### config.mk
export PLATFORM = sky130hd
export DESIGN_NAME = dmem_arbiter
export DESIGN_NICKNAME = d
export VERILOG_FILES = /design/src/rtl/dmem_arbiter.sv
export SDC_FILE = /design/constraint.sdc
export NUM_CORES = 1
export LEC_CHECK = 0
export CAP_MARGIN = 20
export CORE_MARGIN = 5
export CORE_UTILIZATION = 35
export CTS_CLUSTER_DIAMETER = 120
export DETAILED_ROUTE_END_ITERATION = 8
export PLACE_DENSITY = 0.71
export SETUP_SLACK_MARGIN = 0.4
export SLEW_MARGIN = 15
export SYNTH_ARGS = -nofsm -noshare
export SYNTH_HDL_FRONTEND = slang
export SYNTH_SLANG_ARGS = --single-unit
### constraint.sdc
create_clock -name clock -period 7.1 [get_ports clock]
set_clock_uncertainty 0.1 [all_clocks]
set_input_delay 1.065 -clock clock [delete_from_list [all_inputs] [get_ports clock]]
set_output_delay 1.065 -clock clock [all_outputs]
set_load 0.1 [all_outputs]
### src/rtl/dmem_arbiter.sv
// Two-requester round-robin arbiter in front of a single-port data memory.
// One transaction at a time walks IDLE -> ISSUE -> WAIT -> DONE, with a bounded wait on mem_busy.
module dmem_arbiter #(
  parameter int unsigned TIMEOUT_CYCLES = 255
) (
  input  logic        clock,
  input  logic        reset,

  input  logic        m0_req,
  input  logic [31:0] m0_address,
  input  logic [31:0] m0_data_in,
  input  logic        m0_read_write,
  input  logic        m0_access_size,
  input  logic        m0_byte_s,
  output logic        m0_grant,
  output logic        m0_done,
  output logic [31:0] m0_rdata,

  input  logic        m1_req,
  input  logic [31:0] m1_address,
  input  logic [31:0] m1_data_in,
  input  logic        m1_read_write,
  input  logic        m1_access_size,
  input  logic        m1_byte_s,
  output logic        m1_grant,
  output logic        m1_done,
  output logic [31:0] m1_rdata,

  output logic [31:0] mem_address,
  output logic [31:0] mem_data_in,
  output logic        mem_read_write,
  output logic        mem_enable,
  output logic        mem_access_size,
  output logic        mem_byte_s,
  input  logic [31:0] mem_data_out,
  input  logic        mem_busy,

  output logic        timeout_err
);

  typedef enum logic [1:0] {
    S_IDLE  = 2'd0,
    S_ISSUE = 2'd1,
    S_WAIT  = 2'd2,
    S_DONE  = 2'd3
  } state_e;

  localparam logic [7:0] TIMEOUT_LIM = 8'(TIMEOUT_CYCLES);

  state_e      state_q;
  logic        last_owner_q;
  logic        owner_q;
  logic [7:0]  wait_cnt_q;
  logic [7:0]  wait_cnt_d;
  logic [31:0] addr_q;
  logic [31:0] wdata_q;
  logic        rw_q;
  logic        size_q;
  logic        byte_s_q;
  logic        mem_en_q;
  logic [1:0]  grant_q;
  logic [1:0]  done_q;
  logic [31:0] rdata0_q;
  logic [31:0] rdata1_q;
  logic        timeout_q;

  logic        any_req;
  logic        owner_d;

  always_comb begin
    any_req    = m0_req | m1_req;
    // On a tie the requester that did not go last wins; otherwise whoever asks.
    owner_d    = (m0_req && m1_req) ? ~last_owner_q : m1_req;
    wait_cnt_d = (wait_cnt_q == 8'hFF) ? wait_cnt_q : wait_cnt_q + 8'd1;
  end

  always_ff @(posedge clock) begin
    if (reset) begin
      // NOTE: all state uses non-blocking assignments so every register sees pre-edge values.
      state_q      <= S_IDLE;
      last_owner_q <= 1'b1;
      owner_q      <= 1'b0;
      wait_cnt_q   <= '0;
      addr_q       <= '0;
      wdata_q      <= '0;
      rw_q         <= 1'b0;
      size_q       <= 1'b0;
      byte_s_q     <= 1'b0;
      mem_en_q     <= 1'b0;
      grant_q      <= '0;
      done_q       <= '0;
      rdata0_q     <= '0;
      rdata1_q     <= '0;
      timeout_q    <= 1'b0;
    end else begin
      done_q <= '0;
      case (state_q)
        S_IDLE: begin
          if (any_req) begin
            owner_q      <= owner_d;
            last_owner_q <= owner_d;
            grant_q      <= owner_d ? 2'b10 : 2'b01;
            addr_q       <= owner_d ? m1_address     : m0_address;
            wdata_q      <= owner_d ? m1_data_in     : m0_data_in;
            rw_q         <= owner_d ? m1_read_write  : m0_read_write;
            size_q       <= owner_d ? m1_access_size : m0_access_size;
            byte_s_q     <= owner_d ? m1_byte_s      : m0_byte_s;
            wait_cnt_q   <= '0;
            mem_en_q     <= 1'b1;
            state_q      <= S_ISSUE;
          end
        end
        S_ISSUE: state_q <= S_WAIT;
        S_WAIT: begin
          if (!mem_busy) begin
            if (!rw_q) begin
              if (owner_q) rdata1_q <= mem_data_out;
              else         rdata0_q <= mem_data_out;
            end
            mem_en_q <= 1'b0;
            done_q   <= grant_q;
            state_q  <= S_DONE;
          end else if (wait_cnt_d == TIMEOUT_LIM) begin
            // Abort: the owner sees zero data and the sticky error flag.
            wait_cnt_q <= wait_cnt_d;
            timeout_q  <= 1'b1;
            if (owner_q) rdata1_q <= '0;
            else         rdata0_q <= '0;
            mem_en_q   <= 1'b0;
            done_q     <= grant_q;
            state_q    <= S_DONE;
          end else begin
            wait_cnt_q <= wait_cnt_d;
          end
        end
        S_DONE: begin
          grant_q <= '0;
          state_q <= S_IDLE;
        end
        default: state_q <= S_IDLE;
      endcase
    end
  end

  assign m0_grant        = grant_q[0];
  assign m1_grant        = grant_q[1];
  assign m0_done         = done_q[0];
  assign m1_done         = done_q[1];
  assign m0_rdata        = rdata0_q;
  assign m1_rdata        = rdata1_q;
  assign mem_address     = addr_q;
  assign mem_data_in     = wdata_q;
  assign mem_read_write  = rw_q;
  assign mem_enable      = mem_en_q;
  assign mem_access_size = size_q;
  assign mem_byte_s      = byte_s_q;
  assign timeout_err     = timeout_q;

endmodule

Yosys cells after proc, flatten, opt, wreduce, memory -nomap -nowiden
Cells that the tools add are included.
Storage, ports and cells
  flip-flop bits (word level): 149
  input port bits: 171
  output and inout port bits: 137
  logic and storage cells: 76
Cells by class
  add/sub/neg operators: 1
  equal/unequal tests: 10
  muxes and demuxes: 33
  bitwise logic cells: 4
  reductions and logical operators: 13
Operator list (number)
  $mux 32: 12
  $mux 8: 3
  $eq 8x8->1 const B: 2
  $pmux 8 s2: 1
  $mux 2: 7
  $reduce_and 3->1: 3
  $add 8x1->8 const B: 1
  $pmux 2 s4: 1
  $reduce_and 4->1: 2
  $mux 1: 7
  $ne 2x2->1 const B: 3
  $reduce_and 2->1: 3
  $eq 2x2->1 const B: 2
  $pmux 2 s2: 1
  $reduce_bool 2->1: 2
  $ne 3x3->1 const B: 1
  $not 1->1: 3
  $eq 2x1->1 const B: 1
  $logic_not 2->1: 1
  $ne 2x1->1 const B: 1
  $pmux 1 s2: 1
  $reduce_or 2->1: 1
  $logic_and 1x1->1: 1
  $or 1x1->1: 1

Logic depth before layout (Yosys ltp)
  depth after elaboration: 6
  depth in mapped cells: 8
  mapped depth without buffers: 7

Least setup slack after synthesis
No wires, ideal clock.
  path kind: input -> register
  start point: input m1_req
  end point: register addr_q[23], in the netlist mem_address[23]
  arrival: 2.342 ns
  required time: 6.931 ns
  path slack: 4.589 ns
  stages: 7
  cells stage by stage: a21boi_0 -> clkbuf_1 -> and2_1 -> clkbuf_1 -> clkbuf_1 -> a222oi_1 -> nor2_1
On the way
  word-level cells in the longest chain between the ends: 3
RTL lines
  from (decl): RTL line 19  | input logic m1_req,
  $logic_and 1x1->1: RTL line 73  | owner_d = (m0_req && m1_req) ? ~last_owner_q : m1_req;
  $mux 1: RTL line 73
  $mux 32: RTL line 103  | addr_q <= owner_d ? m1_address : m0_address;
  to (signal assigned): RTL line 103
  to (decl): RTL line 55  | logic [31:0] addr_q;
Parallel ways exist; a longest one is shown, timed or not.
A chain may end at the register's enable or synchronous reset.

Worst setup path after layout
  start point: register grant_q[0]
  end point: output m0_grant
RTL lines
  from (decl): RTL line 61  | logic [1:0] grant_q;
  from (signal assigned): RTL line 102  | grant_q <= owner_d ? 2'b10 : 2'b01;
  to (decl): RTL line 15  | output logic m0_grant,
No word-level cell between the ends.

==> impl_metrics.py <==
metrics = {
    "floorplan": {
        "die_w_um": 144,
        "initial_core_util": 0.354,
        "pin_count": 308,
        "fp.dieH_um": 144,
        "core_um2": 17800,
        "die-area_um2": 20800,
        "num_rows": 49,
    },
    "synthesis": {
        "ys_types": 49,
        "yosys.area.top_type": "dfxtp_1",
        "ys_warn_count": 0,
        "yosys.area.top_type_share": 0.473,
        "syn_nets": 803,
        "synth_fa_ha_area_frac": 0.00991,
        "synth_mux_area_frac": 0.0856,
        "synth.area.top_cells": "dfxtp_1, a22o_1, mux2i_1",
        "syn_area_um2": 6310,
        "syn_inst": 627,
        "synthSimpleGateAreaFrac": 0.0866,
        "ys_seq_area_frac": 0.473,
        "synth_top_family_by_area": "compound AO/OA/AOI/OAI gates",
        "synthXorXnorAreaFrac": 0.00139,
        "syn_area_per_cell_um2": 10.1,
        "synth-compound-area-share": 0.297,
        "ys_ff_latch": 149,
        "synth_edf_count": 0,
        "async_flop_share": 0,
        "synthFlopType": "dfxtp_1",
    },
    "placed_design": {
        "numPortBuffers": 307,
        "postPlaceCellArea_um2": 9470,
        "dpl.hpwl_um": 14400,
        "gp_congestion": 0.795,
    },
    "power": {
        "p_sw_w": 0.00220,
        "power_density_nw_per_um2": 435,
        "ir_drop_v": 0.000259,
        "leakage_nw": 4.30,
        "swShare": 0.502,
        "power_frac_clock": 0.212,
        "p_seq_frac": 0.258,
        "p_int_w": 0.00218,
        "pwr-share-comb": 0.530,
    },
    "cts": {
        "clock_path_buffers": 2,
        "post_cts_resized": 0,
        "cts.clk_slew.worst_paths_ns": 0.06,
        "cts.sinks": 149,
        "clk_latency_ns": 0.41,
        "cts_setup_buffers": 0,
        "tritoncts": "built",
        "holdBufCountCts": 0,
        "cts_buffers": 17,
        "root_buffer": "clkbuf_16",
        "htree_levels": 4,
    },
    "timing": {
        "rsz0062_at_grt": "no",
        "worstMarginPinSlew_ns": 1.11,
        "max_freq_mhz": 319,
        "hold_viol_final": 0,
        "setup_violations": 0,
        "finalCriticalPeriod_ns": 3.13,
        "relSlewSlack": 0.258,
        "maxSlewViolCount": 0,
        "finalSetupTns_ns": 0,
        "fin_crit_sh": 0.441,
    },
    "route": {
        "drc": 0,
        "first_pass_iters": 6,
        "wire_per_inst_um": 17.4,
        "viasPerCell": 5.18,
        "wirelength_um": 19900,
        "ant_nets": 0,
        "drt-initial-drc-count": 297,
        "num_vias": 5942,
    },
    "critical_path": {
        "cp_cell_sequence": "clkdlybuf4s50_1",
        "worstPathRequired_ns": 5.93,
        "slowest_delay_ns": 1.18,
        "slowest_stage": "clkdlybuf4s50_1",
        "path_class": "reg -> out",
        "crit_buf_inv": 1,
        "startpoint_type": "flip-flop",
        "crit_arrival_ns": 1.97,
        "path_delay_family": "buffers and inverters",
        "cp-end-kind": "output pin",
        "critPathMaxFanout": 3,
    },
    "global_routing": {
        "grt_first_pass_wirelength_um": 30200,
        "antenna_found_initial": 0,
        "grt_max_degree": 107,
        "gr-total-overflow": 0,
        "grt_util_all_layers": 0.183,
        "grt_pass1_vias": 5699,
    },
    "final_layout": {
        "fill_cells": 1593,
        "fin_nets": 1080,
        "finalInstanceArea_um2": 10100,
        "drive_gt1_frac": 0.0589,
        "area_delta_synth_final_pct": 59.7,
        "n_antenna_cell": 0,
    },
    "min_path": {
        "holdCritPathClass": "reg -> reg",
    },
    "job": {
        "drv_cap": 0,
    },
    "status": {
        "outcome": "finished, final reports clean",
    },
}
-- layer usage --
layer	vias to the layer above	track usage	part of all wire
met4	0	0.0486	0.014
met1	2745	0.228	0.42
met3	17	0.0688	0.11
li1	2927	-	-
met2	253	0.297	0.46
met5	-	0	0
-- logic make-up after synthesis --
group | count (synthesis)
AOI/OAI and AO/OA | 234
DFF | 149
and+or+nand+nor | 122
buffers and inverters | 62
muxes | 54
adders and majority gates | 5
xor gates and xnor gates | 1
-- power by group through the flow --
stage | sequential (W) | combinational (W) | clock (W)
after floorplan | 0.00238 | 0.000522 | 0
after global placement | 0.00114 | 0.00233 | 0
after detailed placement | 0.00115 | 0.00233 | 0
after CTS | 0.00113 | 0.00234 | 0.000952
after global routing | 0.00116 | 0.00244 | 0.000987
final | 0.00113 | 0.00232 | 0.000929
-- state kept, by name (all words and copies together) (netlist names) --
name,cells
mem_data_in,32
state_q,2
mem_enable,1
timeout_err,1
mem_access_size,1
mem_byte_s,1
done_q,2
last_owner_q,1
mem_read_write,1
m0_rdata,32
m1_rdata,32
grant_q,2
mem_address,32
wait_cnt_q,8
owner_q,1
-- through the flow --
stage                     hold slack, ns  total power [W]  setup slack, ns   util  instances
after global placement             0.355          0.00347             3.57  0.531       1114
after detailed placement           0.363          0.00348             3.53  0.531       1114
final                              0.372          0.00438             3.97  0.565       1146
after global routing               0.395          0.00458             3.73  0.565       1146
after floorplan                    0.369          0.00290             4.59      -        627
after CTS                          0.377          0.00443             3.94  0.565       1146
-- cells in the mapped netlist (all sizes together), types with 3 or more instances --
master,number
a211oi,55
a21o,65
a21oi,13
a222oi,14
a22o,65
and2,6
buf,17
clkbuf,39
dfxtp,149
ha,5
inv,6
mux2i,54
nand2,11
nand2b,3
nand3,3
nand4,3
nor2,78
nor2b,3
nor3,6
o21ai,3
-- worst paths after layout --
kind,start,to,slack (ns),depth (start not counted)
hold reg to reg,grant_q[1],done_q[1],0.37,2
setup / recovery,grant_q[0],m0_grant,3.97,1
hold / removal,grant_q[1],done_q[1],0.37,2
setup reg to reg,wait_cnt_q[0],m1_rdata[7],4.45,7
-- cell usage in the layout (no fill, tap or decap), types with 6 or more instances in the layout --
master             n
a211oi_1          55
a21o_1            61
a21oi_1           13
a222oi_1          14
a22o_1            64
buf_4              8
clkbuf_16         17
clkdlybuf4s50_1  306
dfxtp_1          149
inv_1              6
mux2i_1           54
nand2_1           11
nor2_1            76
nor3_1             6
-- final cells by class --
type	count	area, µm²	area share
multi-input combinational	416	3060	0.303
sequential	149	2980	0.296
timing repair buffer	314	3120	0.310
tap	229	287	0.0284
inverter	6	22.5	0.00223
clock inverter	11	146	0.0145
clock buffer	21	460	0.0457
Note: power is estimated with default switching activity, not from simulation.
